==> src/rtl/mdio_master.sv <==
// MDIO (Clause 22) management master.
// Serialises one register read or write at a time onto Mdc/Mdo/MdoEn/Mdi
// and returns a one-cycle completion pulse plus the last read data.
// Optional build macro: MDIO_PREAMBLE_SUPPRESS_EN drops the 32-bit preamble,
// shortening every frame to 32 bits.
module mdio_master #(
  parameter int CLK_DIV = 20
) (
  input  logic        clk_sys,
  input  logic        rstn,
  input  logic        req_valid,
  output logic        req_ready,
  input  logic        req_write,
  input  logic [4:0]  req_phy_addr,
  input  logic [4:0]  req_reg_addr,
  input  logic [15:0] req_wdata,
  output logic        resp_valid,
  output logic [15:0] resp_rdata,
  output logic        busy,
  input  logic        Mdi,
  output logic        Mdo,
  output logic        MdoEn,
  output logic        Mdc
);

  // Divider: counts clk_sys cycles within one Mdc half-period.
  localparam int DIV_W = (CLK_DIV > 1) ? $clog2(CLK_DIV) : 1;
  localparam logic [DIV_W-1:0] DIV_LAST = DIV_W'(CLK_DIV - 1);

  // Field lengths inside a frame.
  localparam int HDR_BITS  = 14;  // ST + OP + PHYAD + REGAD
  localparam int TA_BITS   = 2;
  localparam int DATA_BITS = 16;

`ifdef MDIO_PREAMBLE_SUPPRESS_EN
  localparam int FRAME_BITS = 32;
`else
  localparam int PRE_BITS   = 32;
  localparam int FRAME_BITS = 64;
`endif

  typedef enum logic [2:0] {
    S_IDLE,
    S_PRE,
    S_HDR,
    S_TA,
    S_DATA
  } state_t;

  state_t                  state_q, state_d;
  logic [4:0]              bit_cnt_q, bit_cnt_d;
  logic [DIV_W-1:0]        div_q, div_d;
  logic                    mdc_q, mdc_d;
  logic                    mdoen_q, mdoen_d;
  logic                    write_q, write_d;
  logic [FRAME_BITS-1:0]   frame_q, frame_d;
  logic [15:0]             rd_shift_q, rd_shift_d;
  logic [15:0]             rdata_q, rdata_d;
  logic                    resp_valid_q, resp_valid_d;

  logic [FRAME_BITS-1:0]   frame_load;
  logic [HDR_BITS-1:0]     hdr_bits;
  logic [TA_BITS-1:0]      ta_bits;
  logic [DATA_BITS-1:0]    data_bits;
  logic                    accept;
  logic                    div_wrap;
  logic                    bit_end;

  // Build the outgoing frame from the request fields; read TA/DATA are
  // don't-care on the wire (MdoEn is low there), so they are loaded as zero.
  always_comb begin
    hdr_bits  = {2'b01, (req_write ? 2'b01 : 2'b10), req_phy_addr, req_reg_addr};
    ta_bits   = req_write ? 2'b10 : 2'b00;
    data_bits = req_write ? req_wdata : 16'h0000;
`ifdef MDIO_PREAMBLE_SUPPRESS_EN
    frame_load = {hdr_bits, ta_bits, data_bits};
`else
    frame_load = {{PRE_BITS{1'b1}}, hdr_bits, ta_bits, data_bits};
`endif
  end

  assign accept   = req_valid && (state_q == S_IDLE);
  assign div_wrap = (div_q == DIV_LAST);
  // A bit ends on the edge where Mdc falls: end of the high phase.
  assign bit_end  = div_wrap && mdc_q;

  // Next-state, divider, shifter and completion logic.
  always_comb begin
    state_d      = state_q;
    bit_cnt_d    = bit_cnt_q;
    div_d        = div_q;
    mdc_d        = mdc_q;
    mdoen_d      = mdoen_q;
    write_d      = write_q;
    frame_d      = frame_q;
    rd_shift_d   = rd_shift_q;
    rdata_d      = rdata_q;
    resp_valid_d = 1'b0;

    if (state_q == S_IDLE) begin
      // Divider and Mdc are parked while idle.
      div_d = '0;
      mdc_d = 1'b0;
      if (accept) begin
`ifdef MDIO_PREAMBLE_SUPPRESS_EN
        state_d = S_HDR;
`else
        state_d = S_PRE;
`endif
        bit_cnt_d = '0;
        frame_d   = frame_load;
        mdoen_d   = 1'b1;
        write_d   = req_write;
      end
    end else begin
      div_d = div_wrap ? '0 : div_q + DIV_W'(1);
      if (div_wrap) begin
        mdc_d = ~mdc_q;
      end
      if (bit_end) begin
        // Next bit appears on Mdo at the start of its low phase.
        frame_d   = {frame_q[FRAME_BITS-2:0], 1'b0};
        bit_cnt_d = bit_cnt_q + 5'd1;
        case (state_q)
`ifndef MDIO_PREAMBLE_SUPPRESS_EN
          S_PRE: begin
            if (bit_cnt_q == 5'(PRE_BITS - 1)) begin
              state_d   = S_HDR;
              bit_cnt_d = '0;
            end
          end
`endif
          S_HDR: begin
            if (bit_cnt_q == 5'(HDR_BITS - 1)) begin
              state_d   = S_TA;
              bit_cnt_d = '0;
              // Reads release the line from the first TA bit onward.
              mdoen_d   = write_q;
            end
          end
          S_TA: begin
            if (bit_cnt_q == 5'(TA_BITS - 1)) begin
              state_d   = S_DATA;
              bit_cnt_d = '0;
            end
          end
          S_DATA: begin
            if (!write_q) begin
              rd_shift_d = {rd_shift_q[14:0], Mdi};
            end
            if (bit_cnt_q == 5'(DATA_BITS - 1)) begin
              state_d      = S_IDLE;
              bit_cnt_d    = '0;
              mdoen_d      = 1'b0;
              resp_valid_d = 1'b1;
              if (!write_q) begin
                rdata_d = {rd_shift_q[14:0], Mdi};
              end
            end
          end
          default: begin
            state_d = S_IDLE;
          end
        endcase
      end
    end
  end

  // State and datapath registers with asynchronous active-low reset.
  always_ff @(posedge clk_sys or negedge rstn) begin
    if (!rstn) begin
      state_q      <= S_IDLE;
      bit_cnt_q    <= '0;
      div_q        <= '0;
      mdc_q        <= 1'b0;
      mdoen_q      <= 1'b0;
      write_q      <= 1'b0;
      frame_q      <= '0;
      rd_shift_q   <= '0;
      rdata_q      <= '0;
      resp_valid_q <= 1'b0;
    end else begin
      state_q      <= state_d;
      bit_cnt_q    <= bit_cnt_d;
      div_q        <= div_d;
      mdc_q        <= mdc_d;
      mdoen_q      <= mdoen_d;
      write_q      <= write_d;
      frame_q      <= frame_d;
      rd_shift_q   <= rd_shift_d;
      rdata_q      <= rdata_d;
      resp_valid_q <= resp_valid_d;
    end
  end

  assign req_ready  = (state_q == S_IDLE);
  assign busy       = !req_ready;
  assign resp_valid = resp_valid_q;
  assign resp_rdata = rdata_q;
  assign Mdo        = frame_q[FRAME_BITS-1];
  assign MdoEn      = mdoen_q;
  assign Mdc        = mdc_q;

endmodule

==> config.mk <==
export PLATFORM = sky130hd
export DESIGN_NAME = mdio_master
export DESIGN_NICKNAME = d
export VERILOG_FILES = /design/src/rtl/mdio_master.sv
export SDC_FILE = /design/constraint.sdc
export NUM_CORES = 1
export LEC_CHECK = 0
export CAP_MARGIN = 20
export CELL_PAD_IN_SITES_DETAIL_PLACEMENT = 0
export CELL_PAD_IN_SITES_GLOBAL_PLACEMENT = 1
export CORE_MARGIN = 2
export CORE_UTILIZATION = 40
export DETAILED_ROUTE_END_ITERATION = 7
export GPL_TIMING_DRIVEN = 1
export HOLD_SLACK_MARGIN = 0.02
export PLACE_DENSITY_LB_ADDON = 0.1
export SETUP_SLACK_MARGIN = 0.05
export SYNTH_ARGS = -nofsm -noshare
export SYNTH_HDL_FRONTEND = slang
export SYNTH_SLANG_ARGS = --single-unit
==> constraint.sdc <==
create_clock -name clk_sys -period 2 [get_ports clk_sys]
set_input_delay 0.4 -clock clk_sys [delete_from_list [all_inputs] [get_ports clk_sys]]
set_output_delay 0.4 -clock clk_sys [all_outputs]
set_load 0.02 [all_outputs]
# Word-level counts from Yosys, hierarchy flattened
# Cells that the tools add are included.
[classes]
n_reduce_logical = 13
eq_ne = 14
addsub = 2
bitwise = 3
muxes = 36
[op_table]
columns = ["op", "count"]
rows = [
  ["$mux 64", 3],
  ["$mux 5", 9],
  ["$mux 3", 7],
  ["$pmux 5 s4", 1],
  ["$mux 16", 1],
  ["$ne 3x3->1 const B", 4],
  ["$pmux 3 s4", 1],
  ["$mux 1", 11],
  ["$add 5x1->5 const B", 2],
  ["$eq 5x4->1 const B", 2],
  ["$eq 5x5->1 const B", 2],
  ["$reduce_and 5->1", 2],
  ["$eq 3x2->1 const B", 2],
  ["$reduce_and 6->1", 1],
  ["$eq 5x1->1 const B", 1],
  ["$mux 2", 2],
  ["$reduce_and 2->1", 2],
  ["$reduce_and 4->1", 1],
  ["$reduce_bool 2->1", 2],
  ["$eq 3x1->1 const B", 1],
  ["$eq 3x3->1 const B", 1],
  ["$logic_not 3->1", 1],
  ["$not 1->1", 3],
  ["$reduce_bool 3->1", 1],
  ["other kinds (4)", 5],
]
[word_totals]
in_bits = 31
output_inout_bits = 22
reg_bits = 112
word_cells = 78

# Longest topological paths before layout
# Gate-level depths: netlist (run 1).
[depth]
word_depth = 5
ltp_mapped = 10
mapped_depth_nobuf = 7

# Worst setup path before layout (run 1)
# No wires, ideal clock.
[synth_timing]
kind = "register -> register"
startpoint = "register div_q[0]"
endpoint = "register rdata_q[10], in the netlist resp_rdata[10]"
stages_incl_launch_ff = 8
path_buffers = 2
arrival_time_ns = 1.894
setup_time_ns = 0.128
period_less_slack_ns = 2.022
required_time_ns = 1.872
slack_ns = -0.022
path_cell_list = "dfrtp_1 ha_1 and4bb_1 buf_4 nand2_4 nor4_4 buf_4 mux2_1"
[synth_between]
elab_chain_cells = 3
[synth_rtl]
columns = ["element", "line_no", "text"]
rows = [
  ["start: declaration", "52", "logic [DIV_W-1:0] div_q, div_d;"],
  ["start signal: assignment", "185", "div_q <= div_d;"],
  ["$eq 5x5->1", "83", "assign div_wrap = (div_q == DIV_LAST);"],
  ["$logic_and 1x1->1", "85", "assign bit_end = div_wrap && mdc_q;"],
  ["$reduce_and 5->1 (no line)", "-", ""],
  ["end signal: assignment", "191", "rdata_q <= rdata_d;"],
  ["end: declaration", "58", "logic [15:0] rdata_q, rdata_d;"],
]
# No other way between the ends.
# A chain may end at the register's enable or synchronous reset.

# Final worst setup path (run 1)
[layout_timing]
startpoint = "register state_q[2]"
endpoint = "register state_q[2]"
[layout_between]
elab_chain_cells = 4
word_cells_on_any_way = 16
cone_classes = "eq/ne: 9; mux: 3; reduce/logical: 4"
[layout_rtl]
columns = ["element", "line_no", "text"]
rows = [
  ["start: declaration", "50", "state_t state_q, state_d;"],
  ["start signal: assignment", "183", "state_q <= state_d;"],
  ["$eq 3x3->1, or another cell as far along", "124", "case (state_q)"],
  ["$pmux 3 s4 / $logic_and 1x1->1 (equally long branches)", "124, 82", ""],
  ["$mux 3 / $ne 2x1->1 (equally long branches)", "-", ""],
  ["$mux 3 / $reduce_and 6->1 (equally long branches)", "-", ""],
]
# Parallel ways exist; a longest one is shown, timed or not. The select of a mux whose other input is x is not followed.

==> results of run 1 <==
## layout by cell type (no fill, tap or decap), types with 3 or more instances in the layout
master / n
a31oi_1: 11
mux2_1: 11
buf_12: 8
mux2_4: 15
nor2_1: 44
nor3_1: 5
dfrtp_1: 112
nand3_1: 35
o21ai_0: 19
bufinv_16: 3
a21oi_1: 18
a22oi_1: 13
nand2_1: 111
o21ai_1: 3
inv_1: 4
clkdlybuf4s50_1: 48
clkbuf_16: 9
buf_4: 22
mux2_2: 6
ha_1: 3
## path summary, 6_finish.rpt
| path | from | end | slack, ns |
|---|---|---|---|
| max | state_q[2]$_DFFE_PN0P_ | state_q[2]$_DFFE_PN0P_ | 0.11 |
| max in group asynchronous | rstn | bit_cnt_q[4]$_DFFE_PN0P_ | 0.87 |
| min in group asynchronous | rstn | resp_rdata[14]$_DFFE_PN0P_ | 0.54 |
| min | div_q[0]$_DFF_PN0_ | div_q[0]$_DFF_PN0_ | 0.47 |
| min reg2reg | div_q[0]$_DFF_PN0_ | div_q[0]$_DFF_PN0_ | 0.47 |
| max reg2reg | state_q[2]$_DFFE_PN0P_ | state_q[2]$_DFFE_PN0P_ | 0.11 |
## layout make-up
type / instances / area (um^2)
fill: 1142 / 5840
sequential: 112 / 2800
multi-input combinational: 329 / 1920
timing repair buffer: 83 / 850
clock buffer: 10 / 239
tap: 147 / 184
clock inverter: 6 / 114
inverter: 5 / 18.8
## layer usage
layer	vias up	global-route usage [%]
li1	1746	-
met1	1699	21.9
met2	70	25.9
met3	12	3.60
met4	0	7.15
met5	-	0
## critical path, cell delays in order (launching register included)
cell,delay (ns)
dfrtp_1,0.38
or3_1,0.41
buf_4,0.17
nand3_1,0.16
nand2_2,0.11
o211ai_1,0.18
mux2_1,0.36
## through the flow
stage	cell area [um^2]	power (uW)	setup TNS (ns)	hold slack [ns]	utilization [%]
final	6130	6710	0	0.467	51.2
after global routing	6130	7210	-0.00777	0.499	51.2
after CTS	6090	6820	0	0.474	51.0
after detailed placement	5740	4690	0	0.398	47.9
after global placement	5740	4630	0	0.393	47.9
after floorplan	4880	4190	0	0.104	-
## synthesized netlist by cell type, types with 6 or more instances
cell type / instances / area [um^2]
a21oi_1: 18 / 90.1
mux2_4: 10 / 150
nor2_1: 44 / 165
nand3_1: 35 / 175
buf_2: 14 / 70.1
mux2_2: 6 / 67.6
nor3_1: 6 / 30.0
a22oi_1: 13 / 97.6
dfrtp_1: 112 / 2800
clkbuf_1: 15 / 56.3
mux2_1: 16 / 180
o21ai_0: 19 / 95.1
nand2_1: 111 / 417
a31oi_1: 11 / 68.8
## what timing repair did
action | 4_1_cts | 5_1_grt
pin swaps | 0 | 2
resized for setup | 7 | 10
setup endpoints to repair | 2 | 35
buffers inserted | 0 | 1
hold buffers | 1 | 0
hold endpoints to repair | 29 | 0
## where the power goes
group          internal [uW]  switching, uW
logic                    666            678
clock network           1260            834
registers               2890            375
## sequential cells by signal (all words and copies together) (netlist names)
name and count:
frame_q 64, resp_rdata 16, rd_shift_q 15, bit_cnt_q 5, div_q 5, state_q 3, Mdc 1, MdoEn 1
resp_valid 1, write_q 1
## cell families (layout without fill, tap and decap cells)
kind of cell             count (synthesis)  in the layout  synth area share [%]
buffers and inverters                   37            104                  3.52
AND/OR/NAND/NOR                        214            214                  19.5
adder cells (fa/ha/maj)                  4              4                  1.03
XOR/XNOR                                 3              3                 0.540
AO/OA/AOI/OAI                           75             75                  9.44
flip-flops                             112            112                  57.6
multiplexers                            33             33                  8.38
==> impl_metrics.yaml, run 1 <==
status:
  status: "finished clean"
synth:
  ys_seq_area_share_pct: 57.6
  synth-seq-cells: 112
  async_flop_share_pct: 100
  synth_area_per_cell_um2: 10.2
  syn-num-nets: 513
  synth_area_mm2: 0.00487
  ys_types: 44
  yosysWarnings: 0
  synth_cells: 478
  synth_edf_count: 0
  ys.flop_type: "dfrtp_1"
finish:
  final_cells: 692
  antenna_cells: 0
  syn_to_final_growth_pct: 25.9
  layout-drive-gt1-share_pct: 14.7
  fin_nets: 575
floorplan:
  die-area_mm2: 0.0131
  die_h_um: 114
  io_pins: 53
  core_mm2: 0.0120
  start_util_pct: 40.7
  die_x_um: 114
  num_rows: 40
drt:
  via_count: 3527
  viasPerCell: 5.10
  drt_iter0_markers: 176
  maxUsedRoutingLayer: "met4"
  drt-met1-wl_um: 4610
  routed_wl_um: 9680
  wl_met2_um: 4520
  drtAntennaViolNets: 0
  wire_per_inst_um: 14.0
  routed-wl-met3_um: 384
  dr.pass1.iters: 4
  drc: 0
critical_path:
  reg2reg_depth: 6
  cp.arrival_ns: 2.13
  crit_type: "reg2reg"
  cp-start-kind: "flip-flop"
  crit_path_max_fanout: 5
  crit_required_ns: 2.23
  critPathCaptureType: "flip-flop"
run:
  drv_cap: 0
pwr:
  peakVddDrop_v: 0.000585
  cellPowerDensity_mw_per_mm2: 1100
  p_leak_uw: 0.00277
hold_path:
  holdPathStages: 1
  hp-class: "reg2reg"
sta:
  drv_slew: 0
  finalSetupViolations: 0
  rsz0062_at_grt: "true"
  relSlewSlack_pct: 68.8
  worst_slack_ns: 0.105
  period_minus_slack_ns: 1.89
  hold_viol: 0
  post-route-period-util_pct: 94.7
  clock.fmax_mhz: 528
  worstMarginPinSlew_ns: 0.468
  finalClockSkew_ns: 0.00779
global_routing:
  gr-total-overflow: 0
  grt_usage_pct: 16.4
  antenna_found_initial: 0
  first_global_vias: 3535
  grt_pass1_wl_um: 16900
  grt_max_degree: 49
clock_tree:
  worst_skew_pair.late_latency_ns: 0.35
  cts_buffers: 9
  clk_pin_slew_ns: 0.07
  cts_max_path_buffers: 2
  h-tree-depth: 3
  cts_root_buffer: "clkbuf_16"
  numClockSinks: 112
  cts_tree: "built"
place:
  dp_hpwl_um: 6520
  dp.cells: 674
  io_buffers: 52
  finalWeightedCongestion: 0.834
  pre_cts_ws_ns: 0.0315
Note: power is estimated with default switching activity, not from simulation.
==> run 2: changes to the inputs <==
--- a/config.mk
+++ b/config.mk
@@ -5,7 +5,7 @@
 export SDC_FILE = /design/constraint.sdc
 export NUM_CORES = 1
 export LEC_CHECK = 0
-export CAP_MARGIN = 20
+export CAP_MARGIN = 0
 export CELL_PAD_IN_SITES_DETAIL_PLACEMENT = 0
 export CELL_PAD_IN_SITES_GLOBAL_PLACEMENT = 1
 export CORE_MARGIN = 2
==> results of run 2 <==
No change in the layout: final DEF, timing and power equal those of run 1.
